**config.mk**
```make
export PLATFORM = sky130hd
export DESIGN_NAME = alu_op_sequencer
export DESIGN_NICKNAME = d
export VERILOG_FILES = /design/src/rtl/alu_op_sequencer.sv
export SDC_FILE = /design/constraint.sdc
export NUM_CORES = 1
export LEC_CHECK = 0
export CAP_MARGIN = 10
export CORE_MARGIN = 8
export CORE_UTILIZATION = 55
export CTS_BUF_LIST = sky130_fd_sc_hd__clkbuf_16
export CTS_CLUSTER_DIAMETER = 50
export CTS_CLUSTER_SIZE = 12
export DETAILED_ROUTE_END_ITERATION = 8
export PLACE_DENSITY_LB_ADDON = 0.1
export SYNTH_ARGS = -nofsm -noshare
export SYNTH_HDL_FRONTEND = slang
export SYNTH_SLANG_ARGS = --single-unit
export TNS_END_PERCENT = 20
```
**constraint.sdc**
```tcl
create_clock -name clk -period 2.5 [get_ports clk]
set_clock_uncertainty 0.05 [all_clocks]
set_input_delay 0.5 -clock clk [delete_from_list [all_inputs] [get_ports clk]]
set_output_delay 0.5 -clock clk [all_outputs]
set_load 0.1 [all_outputs]
```
**src/rtl/alu_op_sequencer.sv**
```systemverilog
// ---------------------------------------------------------------------------
// alu_op_sequencer
//
// Buffers ALU operation requests in a small circular queue and feeds them,
// one at a time, to an external combinational ALU.
//
// Each operation takes one cycle in EXEC while the external ALU settles.
// The result is then captured and presented downstream with a valid/ready
// handshake. While a result waits for acceptance, new requests can still
// enter the queue.
//
// Ports
//   clk, rst_n           : clock (rising edge), asynchronous active-low reset
//   in_valid / in_ready  : upstream request handshake
//   in_a, in_b, in_sel   : request operands and ALU select code
//   alu_a, alu_b, alu_sel: registered operands/select driven to the ALU
//   alu_out, alu_co      : ALU result and carry-out coming back
//   res_valid / res_ready: downstream result handshake
//   res_data, res_co     : captured ALU result and carry
//   res_sel              : select code that produced res_data
//   count                : current queue occupancy
//   done_cnt             : completed results, wraps 255 -> 0
// ---------------------------------------------------------------------------
module alu_op_sequencer #(
  parameter int DEPTH = 4,
  parameter int W     = 8
) (
  input  logic                   clk,
  input  logic                   rst_n,
  input  logic                   in_valid,
  output logic                   in_ready,
  input  logic [W-1:0]           in_a,
  input  logic [W-1:0]           in_b,
  input  logic [1:0]             in_sel,
  output logic [W-1:0]           alu_a,
  output logic [W-1:0]           alu_b,
  output logic [1:0]             alu_sel,
  input  logic [W-1:0]           alu_out,
  input  logic                   alu_co,
  output logic                   res_valid,
  input  logic                   res_ready,
  output logic [W-1:0]           res_data,
  output logic                   res_co,
  output logic [1:0]             res_sel,
  output logic [$clog2(DEPTH):0] count,
  output logic [7:0]             done_cnt
);

  localparam int PW = $clog2(DEPTH);
  localparam int CW = PW + 1;
  localparam int EW = 2 * W + 2;
  localparam logic [CW-1:0] DEPTH_C = CW'(DEPTH);

  typedef enum logic [1:0] {
    IDLE = 2'd0,
    EXEC = 2'd1,
    DONE = 2'd2
  } state_t;

  state_t          state_q, state_d;
  logic [PW-1:0]   wr_ptr_q, wr_ptr_d;
  logic [PW-1:0]   rd_ptr_q, rd_ptr_d;
  logic [CW-1:0]   count_q, count_d;
  logic [EW-1:0]   mem_q [DEPTH];
  logic [EW-1:0]   mem_d [DEPTH];
  logic [W-1:0]    alu_a_q, alu_a_d;
  logic [W-1:0]    alu_b_q, alu_b_d;
  logic [1:0]      alu_sel_q, alu_sel_d;
  logic            res_valid_q, res_valid_d;
  logic [W-1:0]    res_data_q, res_data_d;
  logic            res_co_q, res_co_d;
  logic [1:0]      res_sel_q, res_sel_d;
  logic [7:0]      done_cnt_q, done_cnt_d;

  logic            in_ready_int;
  logic            push;
  logic            pop;

  // Readiness comes from the registered occupancy only, so a full queue
  // refuses a request even if an entry is popped in the same cycle.
  assign in_ready_int = (count_q < DEPTH_C);

  // Next-state logic: FSM sequencing, result capture, queue push/pop.
  // A pop reads the head as it stood before this edge, so an entry being
  // pushed in the same cycle is never popped before it is stored.
  always_comb begin
    state_d     = state_q;
    wr_ptr_d    = wr_ptr_q;
    rd_ptr_d    = rd_ptr_q;
    mem_d       = mem_q;
    alu_a_d     = alu_a_q;
    alu_b_d     = alu_b_q;
    alu_sel_d   = alu_sel_q;
    res_valid_d = res_valid_q;
    res_data_d  = res_data_q;
    res_co_d    = res_co_q;
    res_sel_d   = res_sel_q;
    done_cnt_d  = done_cnt_q;
    push        = in_valid && in_ready_int;
    pop         = 1'b0;

    case (state_q)
      IDLE: begin
        if (count_q != '0) begin
          pop     = 1'b1;
          state_d = EXEC;
        end
      end
      EXEC: begin
        // The ALU has had a full cycle on the registered operands.
        res_valid_d = 1'b1;
        res_data_d  = alu_out;
        res_co_d    = alu_co;
        res_sel_d   = alu_sel_q;
        state_d     = DONE;
      end
      DONE: begin
        if (res_ready) begin
          res_valid_d = 1'b0;
          done_cnt_d  = done_cnt_q + 8'd1;
          if (count_q != '0) begin
            pop     = 1'b1;
            state_d = EXEC;
          end else begin
            state_d = IDLE;
          end
        end
      end
      default: begin
        state_d = IDLE;
      end
    endcase

    if (pop) begin
      {alu_sel_d, alu_b_d, alu_a_d} = mem_q[rd_ptr_q];
      rd_ptr_d = rd_ptr_q + PW'(1);
    end

    if (push) begin
      mem_d[wr_ptr_q] = {in_sel, in_b, in_a};
      wr_ptr_d = wr_ptr_q + PW'(1);
    end

    count_d = count_q + {{(CW-1){1'b0}}, push} - {{(CW-1){1'b0}}, pop};
  end

  // State registers; reset discards queued entries and any pending result.
  always_ff @(posedge clk or negedge rst_n) begin
    if (!rst_n) begin
      state_q     <= IDLE;
      wr_ptr_q    <= '0;
      rd_ptr_q    <= '0;
      count_q     <= '0;
      for (int i = 0; i < DEPTH; i++) begin
        mem_q[i] <= '0;
      end
      alu_a_q     <= '0;
      alu_b_q     <= '0;
      alu_sel_q   <= '0;
      res_valid_q <= 1'b0;
      res_data_q  <= '0;
      res_co_q    <= 1'b0;
      res_sel_q   <= '0;
      done_cnt_q  <= '0;
    end else begin
      state_q     <= state_d;
      wr_ptr_q    <= wr_ptr_d;
      rd_ptr_q    <= rd_ptr_d;
      count_q     <= count_d;
      mem_q       <= mem_d;
      alu_a_q     <= alu_a_d;
      alu_b_q     <= alu_b_d;
      alu_sel_q   <= alu_sel_d;
      res_valid_q <= res_valid_d;
      res_data_q  <= res_data_d;
      res_co_q    <= res_co_d;
      res_sel_q   <= res_sel_d;
      done_cnt_q  <= done_cnt_d;
    end
  end

  assign in_ready  = in_ready_int;
  assign alu_a     = alu_a_q;
  assign alu_b     = alu_b_q;
  assign alu_sel   = alu_sel_q;
  assign res_valid = res_valid_q;
  assign res_data  = res_data_q;
  assign res_co    = res_co_q;
  assign res_sel   = res_sel_q;
  assign count     = count_q;
  assign done_cnt  = done_cnt_q;

endmodule

```
==> flow_summary.yaml, run 1 <==
run_status:
  outcome: "finished, final reports clean"
routing:
  wl_per_cell_um: 18.5
  postRouteAntennaNets: 0
  route.detailed.drc: 0
  dr.pass1.iters: 4
  num_vias: 2824
  drt_iter0_drc: 112
  routed_via_density: 5.28
  drt-total-wl_um: 9900
placed_design:
  finalWeightedCongestion: 0.734
  io_buffer_count: 72
  dp_cells: 502
  dp_hpwl_um: 6120
  dpl-instance-area_sq_um: 6010
cts:
  cts_tree: "done"
  clk_latency_ns: 0.41
  cts-root-buf: "clkbuf_16"
  htreeDepth: 4
  ctsResizeCount: 0
  cts_buffers: 17
  cts_buffer_depth: 2
  clock_sinks: 119
  cts.clk_slew.worst_paths_ns: 0.05
die:
  die_h_um: 114
  die_area_sq_um: 12900
  core_area_sq_um: 9240
  fp-row-count: 35
  dieWidth_um: 114
  start_util: 0.569
  ios: 73
yosys:
  syn_inst: 305
  synth-edff-count: 0
  yosys-top-cells-area: "dfrtp_1, mux2_4, mux2_1"
  syn-cell-area_sq_um: 5250
  ys_ff_latch: 119
  syn_nets: 344
  synthDistinctLibCells: 31
  yosysWarnings: 0
  ys_dominant_reg_cell: "dfrtp_1"
  yosysTopAreaCellShare: 0.567
  syn_avg_cell_area_sq_um: 17.2
  synthTopCellsByCount: "dfrtp_1, mux2_1, mux2_4, mux2_2, mux4_2"
  seq_area_frac_synth: 0.567
  yosysMostFrequentCell: "dfrtp_1"
  yosysTopAreaCell: "dfrtp_1"
  async_flop_share: 1.00
sta:
  fin_crit_ns: 2.19
  slew_headroom: 0.650
  fmax_mhz: 456
  worst_hold_slack_ns: 0.423
  timing.final.crit_share: 0.878
  hold_viol: 0
  worst_pin_slew_ns: 0.526
  finalSetupViolations: 0
  slew_violations: 0
  rsz0062_at_grt: "no"
critical_path:
  cp-start-kind: "flip-flop"
  crit_chain: "nor3_2 -> nor3_2 -> ha_1 -> inv_1 -> ha_1 -> inv_1 -> fa_1 -> xnor2_1 -> xnor2_1"
  cp_slowest_cell: "dfrtp_4"
  worst-path-buf-inv: 2
  crit_required_ns: 2.78
  cp_data_arrival_time_ns: 2.48
  end_kind: "flip-flop"
  path_max_fanout: 5
  cpPeakStageDelay_ns: 0.51
  critPathTopFamily: "adder cells"
  path_class: "flip-flop to flip-flop"
global_route:
  grtUsageMet3: 0.0528
  grt.met1_usage: 0.216
  overflow: 0
  grt.busiest_layer: "met2"
  grt_max_degree: 99
  grt_pass1_vias: 3088
  antenna_found_initial: 0
  grt_pass1_wl_um: 16500
  gr-usage-all-layers: 0.167
  grt.met2_usage: 0.254
cells_and_area:
  fin_area_sq_um: 6600
  num-nets-final: 432
  fin_util: 0.714
  final_cells: 535
  antenna_cells: 0
  areaGrowthSynthToFinish_pct: 25.6
  layout-drive-gt1-share: 0.429
  fill_cells: 611
worst_hold_path:
  hold_class: "flip-flop to flip-flop"
run:
  cap_violations: 0
what timing repair did:
action,in CTS,in global routing
hold buffers,1,0
hold endpoints to repair,21,0
buffers inserted,0,0
metal layers:
layer	wire, um	part of all wire
met5	0	0
met3	484	0.049
met1	4600	0.46
met2	4660	0.47
met4	161	0.016
flip-flops by register name (all words and copies together), names as in the netlist, 3 cells and up:
register / flops
mem_q: 72
alu_b: 8
res_data: 8
done_cnt: 8
alu_a: 8
count: 3
cell usage in the layout (no fill, tap or decap):
master,n
dfrtp_4,2
nor2b_2,1
inv_1,7
nand3_1,3
dfrtp_2,1
nand2_1,2
nor2b_1,1
inv_6,1
nand3b_1,1
mux2_4,40
clkbuf_16,17
buf_4,50
ha_1,7
clkinvlp_4,2
clkinv_4,6
xor2_1,6
buf_12,1
dfrtp_1,116
o21ai_0,1
nor4b_1,1
and3_1,1
nor3_2,2
mux2_1,40
bufinv_16,2
and2b_1,1
clkinv_2,4
nand4_1,1
nor3b_1,1
mux2_2,22
nor2_1,1
mux4_2,18
nand2_8,4
clkdlybuf4s50_1,29
a21o_1,1
dlygate4sd3_1,1
fa_1,1
and4b_1,1
xnor2_1,6
nor3_1,3
or2_2,1
metrics by stage:
stage / setup WS, ns / TNS, ns
floorplan: 0.0362 / 0
global placement: 0.0287 / 0
detailed placement: -0.00796 / -0.00796
CTS: 0.292 / 0
global route: 0.121 / 0
finish: 0.305 / 0
logic make-up (layout without fill, tap and decap cells):
group / after synthesis / count (layout) / synth area share
simple gates: 25 / 25 / 0.0403
xor+xnor: 12 / 12 / 0.0200
flops: 119 / 119 / 0.567
mux: 120 / 120 / 0.324
buf+inv: 19 / 120 / 0.0257
fa+ha+maj: 8 / 8 / 0.0205
compound gates: 2 / 2 / 0.00238
final timing paths:
check | cells past startpoint | end | slack (ns) | from
min | 1 | done_cnt[7]$_DFFE_PN0P_ | 0.42 | done_cnt[7]$_DFFE_PN0P_
min reg2reg | 1 | done_cnt[7]$_DFFE_PN0P_ | 0.42 | done_cnt[7]$_DFFE_PN0P_
max in group asynchronous | 3 | count[1]$_DFF_PN0_ | 1.08 | rst_n
min in group asynchronous | 2 | mem_q[30]$_DFFE_PN0P_ | 0.47 | rst_n
max reg2reg | 9 | count[2]$_DFF_PN0_ | 0.31 | count[2]$_DFF_PN0_
max | 9 | count[2]$_DFF_PN0_ | 0.31 | count[2]$_DFF_PN0_
layout make-up:
class                   instances  area, sq um  area share
clock inverters                15          156      0.0237
flip-flops and latches        119         2990       0.453
inverters                       7         26.3     0.00398
multi-input cells             167         2150       0.325
well taps                     129          161      0.0245
clock buffers                  17          425      0.0645
repair buffers                 81          696       0.105
Power of run 1 is not shown: default switching activity piles up to over one toggle a cycle in this logic, so the estimate is an artifact.
==> run 2: changes to the inputs <==
--- a/config.mk
+++ b/config.mk
@@ -7,7 +7,7 @@
 export LEC_CHECK = 0
 export CAP_MARGIN = 10
 export CORE_MARGIN = 8
-export CORE_UTILIZATION = 55
+export CORE_UTILIZATION = 56
 export CTS_BUF_LIST = sky130_fd_sc_hd__clkbuf_16
 export CTS_CLUSTER_DIAMETER = 50
 export CTS_CLUSTER_SIZE = 12
==> constraint.sdc (replaced) <==
create_clock -name clk -period 2.8 [get_ports clk]
set_clock_uncertainty 0.05 [all_clocks]
set_input_delay 0.56 -clock clk [delete_from_list [all_inputs] [get_ports clk]]
set_output_delay 0.56 -clock clk [all_outputs]
set_load 0.1 [all_outputs]
==> run 2 against run 1 <==
Compared with the run above:
- critical path depth grew 1
- hold slack lost 0.36 ns
- wire length grew 2.7%
- critical path type is now input pin to flip-flop
- setup slack gained 0.21 ns
- register-to-register slack gained 0.33 ns
- core utilization grew 1.1 points
- via count grew 1.9%
==> flow_summary.yaml, run 2 (synthesis results as in run 1) <==
cells_and_area:
  layout-drive-gt1-share: 0.423
  antenna_cells: 0
  fin_util: 0.725
  layout_commonest_cell: "dfrtp_1"
  num-nets-final: 430
  largest_reg_flops: 72
  fin_area_sq_um: 6630
  fill_cells: 596
  largest_register: "mem_q"
  areaGrowthSynthToFinish_pct: 26.2
  mostFrequentLayoutCells: "dfrtp_1, buf_4, mux2_4, mux2_1, clkdlybuf4s50_1"
critical_path:
  end_kind: "flip-flop"
  crit_required_ns: 3.07
  cp-start-kind: "input pin"
  rr_worst_depth: 9
  cp_data_arrival_time_ns: 2.56
  path_class: "input pin to flip-flop"
  cp_slowest_cell: "clkdlybuf4s50_1"
  timing.rr.start: "count[2]$_DFF_PN0_"
  crit_chain: "clkdlybuf4s50_1 -> nor2b_1 -> nor3_2 -> ha_1 -> inv_1 -> ha_1 -> inv_1 -> fa_1 -> xnor2_1 -> xnor2_1"
  path_max_fanout: 4
  startpoint: "res_ready"
  cpPeakStageDelay_ns: 0.45
sta:
  tns_ns: 0
  hold_viol: 0
  slew_violations: 0
  timing.final.crit_share: 0.816
  fmax_mhz: 438
  rsz0062_at_grt: "no"
  finalSetupViolations: 0
  slew_headroom: 0.647
  worst_pin_slew_ns: 0.529
  worst_hold_slack_ns: 0.0653
  fin_crit_ns: 2.29
cts:
  ctsHoldBuffers: 0
  htreeDepth: 4
  cts_buffer_depth: 2
  ctsResizeCount: 0
  cts_buffers: 17
  clk_latency_ns: 0.40
  cts_tree: "done"
  cts_setup_buffers: 0
  cts-root-buf: "clkbuf_16"
  clock_sinks: 119
  cts.clk_slew.worst_paths_ns: 0.06
routing:
  drt_iter0_drc: 109
  routed_via_density: 5.59
  drt-total-wl_um: 10200
  route.detailed.drc: 0
  postRouteAntennaNets: 0
  num_vias: 2877
  dr.pass1.iters: 4
  wl_per_cell_um: 19.7
die:
  fp-row-count: 35
  start_util: 0.574
  die_h_um: 113
  dieWidth_um: 113
  core_area_sq_um: 9150
  ios: 73
  die_area_sq_um: 12700
global_route:
  grt_max_degree: 45
  gr-usage-all-layers: 0.174
  grt_pass1_vias: 3259
  overflow: 0
  grt_pass1_wl_um: 17500
  antenna_found_initial: 0
placed_design:
  finalWeightedCongestion: 0.739
  dpl-instance-area_sq_um: 5980
  io_buffer_count: 72
  dp_hpwl_um: 6510
run:
  cap_violations: 0
run_status:
  outcome: "finished, final reports clean"
worst_hold_path:
  hold_class: "input pin to async pin"
-- run 2: final timing paths --
kind                                           end  slack (ns)
max                             count[2]$_DFF_PN0_        0.51
min                          mem_q[64]$_DFFE_PN0P_        0.07
max reg2reg                     count[2]$_DFF_PN0_        0.64
min reg2reg                done_cnt[7]$_DFFE_PN0P_        0.43
max in group asynchronous       count[1]$_DFF_PN0_        2.01
min in group clk           done_cnt[7]$_DFFE_PN0P_        0.43
-- run 2: layer usage --
| layer | part of all wire | up-vias | global-route usage | routed length [um] |
|---|---|---|---|---|
| met3 | 0.044 | 12 | 0.0511 | 447 |
| met5 | 0 | - | 0 | 0 |
| met4 | 0.013 | 0 | 0.0586 | 129 |
| li1 | - | 1278 | - | - |
| met2 | 0.47 | 72 | 0.267 | 4750 |
| met1 | 0.48 | 1515 | 0.231 | 4840 |
-- run 2: per-stage QoR --
step	worst slack, ns	std cells
global placement	0.171	483
finish	0.514	515
global route	0.341	515
CTS	0.521	515
detailed placement	0.117	483
floorplan	0.0310	305
-- run 2: cell type report --
class | count | area, sq um | share of cell area
multi-input cells | 167 | 2150 | 0.324
clock buffers | 17 | 425 | 0.0642
flip-flops and latches | 119 | 2980 | 0.449
well taps | 111 | 139 | 0.0209
repair buffers | 79 | 691 | 0.104
clock inverters | 15 | 224 | 0.0338
inverters | 7 | 26.3 | 0.00396
-- run 2: worst max-delay path: cells and delay by family --
family / cells / cell delay, ns
and+or+nand+nor: 2 / 0.32
buffers and inverters: 3 / 0.56
adders and majority gates: 3 / 0.78
xor gates and xnor gates: 2 / 0.33
Power of run 2 is left out for the same reason.
==> run 3: changes to the inputs <==
--- a/config.mk
+++ b/config.mk
@@ -7,7 +7,7 @@
 export LEC_CHECK = 0
 export CAP_MARGIN = 10
 export CORE_MARGIN = 8
-export CORE_UTILIZATION = 56
+export CORE_UTILIZATION = 55
 export CTS_BUF_LIST = sky130_fd_sc_hd__clkbuf_16
 export CTS_CLUSTER_DIAMETER = 50
 export CTS_CLUSTER_SIZE = 12
==> constraint.sdc (replaced) <==
create_clock -name clk -period 2.3 [get_ports clk]
set_clock_uncertainty 0.05 [all_clocks]
set_input_delay 0.46 -clock clk [delete_from_list [all_inputs] [get_ports clk]]
set_output_delay 0.46 -clock clk [all_outputs]
set_load 0.1 [all_outputs]
==> run 3 against run 2 <==
Compared with the run above:
- core utilization decreased by 0.82 points
- sequential share of layout area is 0.22 points higher
- critical path depth shrank 1
- hold slack gained 0.36 ns
- global-route usage decreased by 0.32 points
- wire length fell by 1.5%
- sequential cell count unchanged
- largest cell class unchanged
- highest routed layer unchanged
==> flow_summary.yaml, run 3 (synthesis results as in run 1) <==
run_status:
  outcome: "finished, final reports clean"
die:
  core_area_sq_um: 9240
  die_h_um: 114
  dieWidth_um: 114
  die_area_sq_um: 12900
  start_util: 0.569
  fp-row-count: 35
  ios: 73
critical_path:
  timing.rr.start: "count[1]$_DFF_PN0_"
  path_max_fanout: 4
  cp-start-kind: "flip-flop"
  cp-endpoint: "count[2]$_DFF_PN0_"
  rr_worst_depth: 9
  startpoint: "count[1]$_DFF_PN0_"
  end_kind: "flip-flop"
  path_class: "flip-flop to flip-flop"
  crit_required_ns: 2.53
  reg2reg_slack_ns: 0.19
  cp_data_arrival_time_ns: 2.35
  timing.rr.end: "count[2]$_DFF_PN0_"
cts:
  cts_buffers: 17
  cts_tree: "done"
  clock_sinks: 119
  cts.clk_slew.worst_paths_ns: 0.06
  cts-root-buf: "clkbuf_16"
  ctsResizeCount: 0
  cts_buffer_depth: 2
  htreeDepth: 4
  clk_latency_ns: 0.40
sta:
  finalSetupViolations: 0
  slew_violations: 0
  worst_pin_slew_ns: 0.537
  rsz0062_at_grt: "no"
  fin_crit_ns: 2.11
  hold_viol: 0
  fmax_mhz: 473
  timing.final.crit_share: 0.919
  slew_headroom: 0.642
run:
  cap_violations: 0
routing:
  wl_met2_um: 4780
  num_vias: 2851
  wl_per_cell_um: 18.7
  routed_via_density: 5.33
  wl_met1_um: 4720
  top_layer: "met4"
  met3_length_um: 443
  route.detailed.drc: 0
  dr.pass1.iters: 4
  drt_iter0_drc: 86
  postRouteAntennaNets: 0
  drt-total-wl_um: 10000
global_route:
  gr-usage-all-layers: 0.170
  grt_pass1_wl_um: 17000
  grt_pass1_vias: 3213
  antenna_found_initial: 0
  grt_max_degree: 72
  overflow: 0
placed_design:
  finalWeightedCongestion: 0.713
  dp_hpwl_um: 6480
  io_buffer_count: 72
  dpl-instance-area_sq_um: 6090
cells_and_area:
  largest_reg_flops: 72
  mostFrequentLayoutCells: "dfrtp_1, buf_4, mux2_4, mux2_1, clkdlybuf4s50_1"
  num-nets-final: 433
  largest_register: "mem_q"
  antenna_cells: 0
  layout-drive-gt1-share: 0.431
  fill_cells: 619
  fin_area_sq_um: 6620
  layout_commonest_cell: "dfrtp_1"
  regArea_sq_um: 2990
  areaGrowthSynthToFinish_pct: 26.0
  multi_input_area_sq_um: 2190
worst_hold_path:
  hold_class: "flip-flop to flip-flop"
[run 3: metal layers]
metal | vias up | global-route usage
met5 | - | 0
met4 | 0 | 0.0533
met3 | 4 | 0.0534
met2 | 71 | 0.264
met1 | 1489 | 0.224
li1 | 1287 | -
[run 3: worst max-delay path, stage by stage (launching register included)]
cell and delay [ns]:
dfrtp_4 0.52, nor3_4 0.27, nor3_4 0.07, ha_4 0.24
inv_2 0.06, ha_4 0.11, inv_2 0.03, fa_2 0.37
xnor2_2 0.15, xnor2_1 0.12
[run 3: how the worst min path moves through the flow]
stage,start,end,slack (ns),cells after the start
5_1_grt,done_cnt[7]$_DFFE_PN0P_,done_cnt[7]$_DFFE_PN0P_,0.45,1
6_report,done_cnt[7]$_DFFE_PN0P_,done_cnt[7]$_DFFE_PN0P_,0.42,1
2_1_floorplan,rst_n,alu_a[0]$_DFFE_PN0P_,0.11,0
4_1_cts,done_cnt[7]$_DFFE_PN0P_,done_cnt[7]$_DFFE_PN0P_,0.42,1
3_5_place_dp,done_cnt[7]$_DFFE_PN0P_,done_cnt[7]$_DFFE_PN0P_,0.42,1
3_3_place_gp,res_valid$_DFFE_PN0P_,res_valid$_DFFE_PN0P_,0.41,1
[run 3: what timing repair did]
item                                    4_1_cts  5_1_grt
hold buffers                                  1        0
endpoints found under the setup margin        0        0
endpoints found under the hold margin         2        0
setup buffers                                 0        0
[run 3: area by class of cell]
| class | count | area share |
|---|---|---|
| clock buffer | 17 | 0.0643 |
| clock inverter | 14 | 0.0144 |
| inverter | 7 | 0.00397 |
| multi-input combinational | 167 | 0.331 |
| sequential | 119 | 0.452 |
| tap | 129 | 0.0244 |
| timing repair buffer | 82 | 0.110 |
[run 3: through the flow]
step           worst slack, ns  utilization  setup TNS, ns  std cells  hold WS [ns]
2_1_floorplan          -0.0215            -        -0.0215        305         0.114
3_3_place_gp            -0.167        0.659         -0.242        503         0.410
3_5_place_dp            -0.224        0.659         -0.356        503         0.416
4_1_cts                  0.165        0.716              0        535         0.425
5_1_grt                  0.120        0.716              0        535         0.446
6_report                 0.187        0.716              0        535         0.425
Power of run 3 is left out for the same reason.
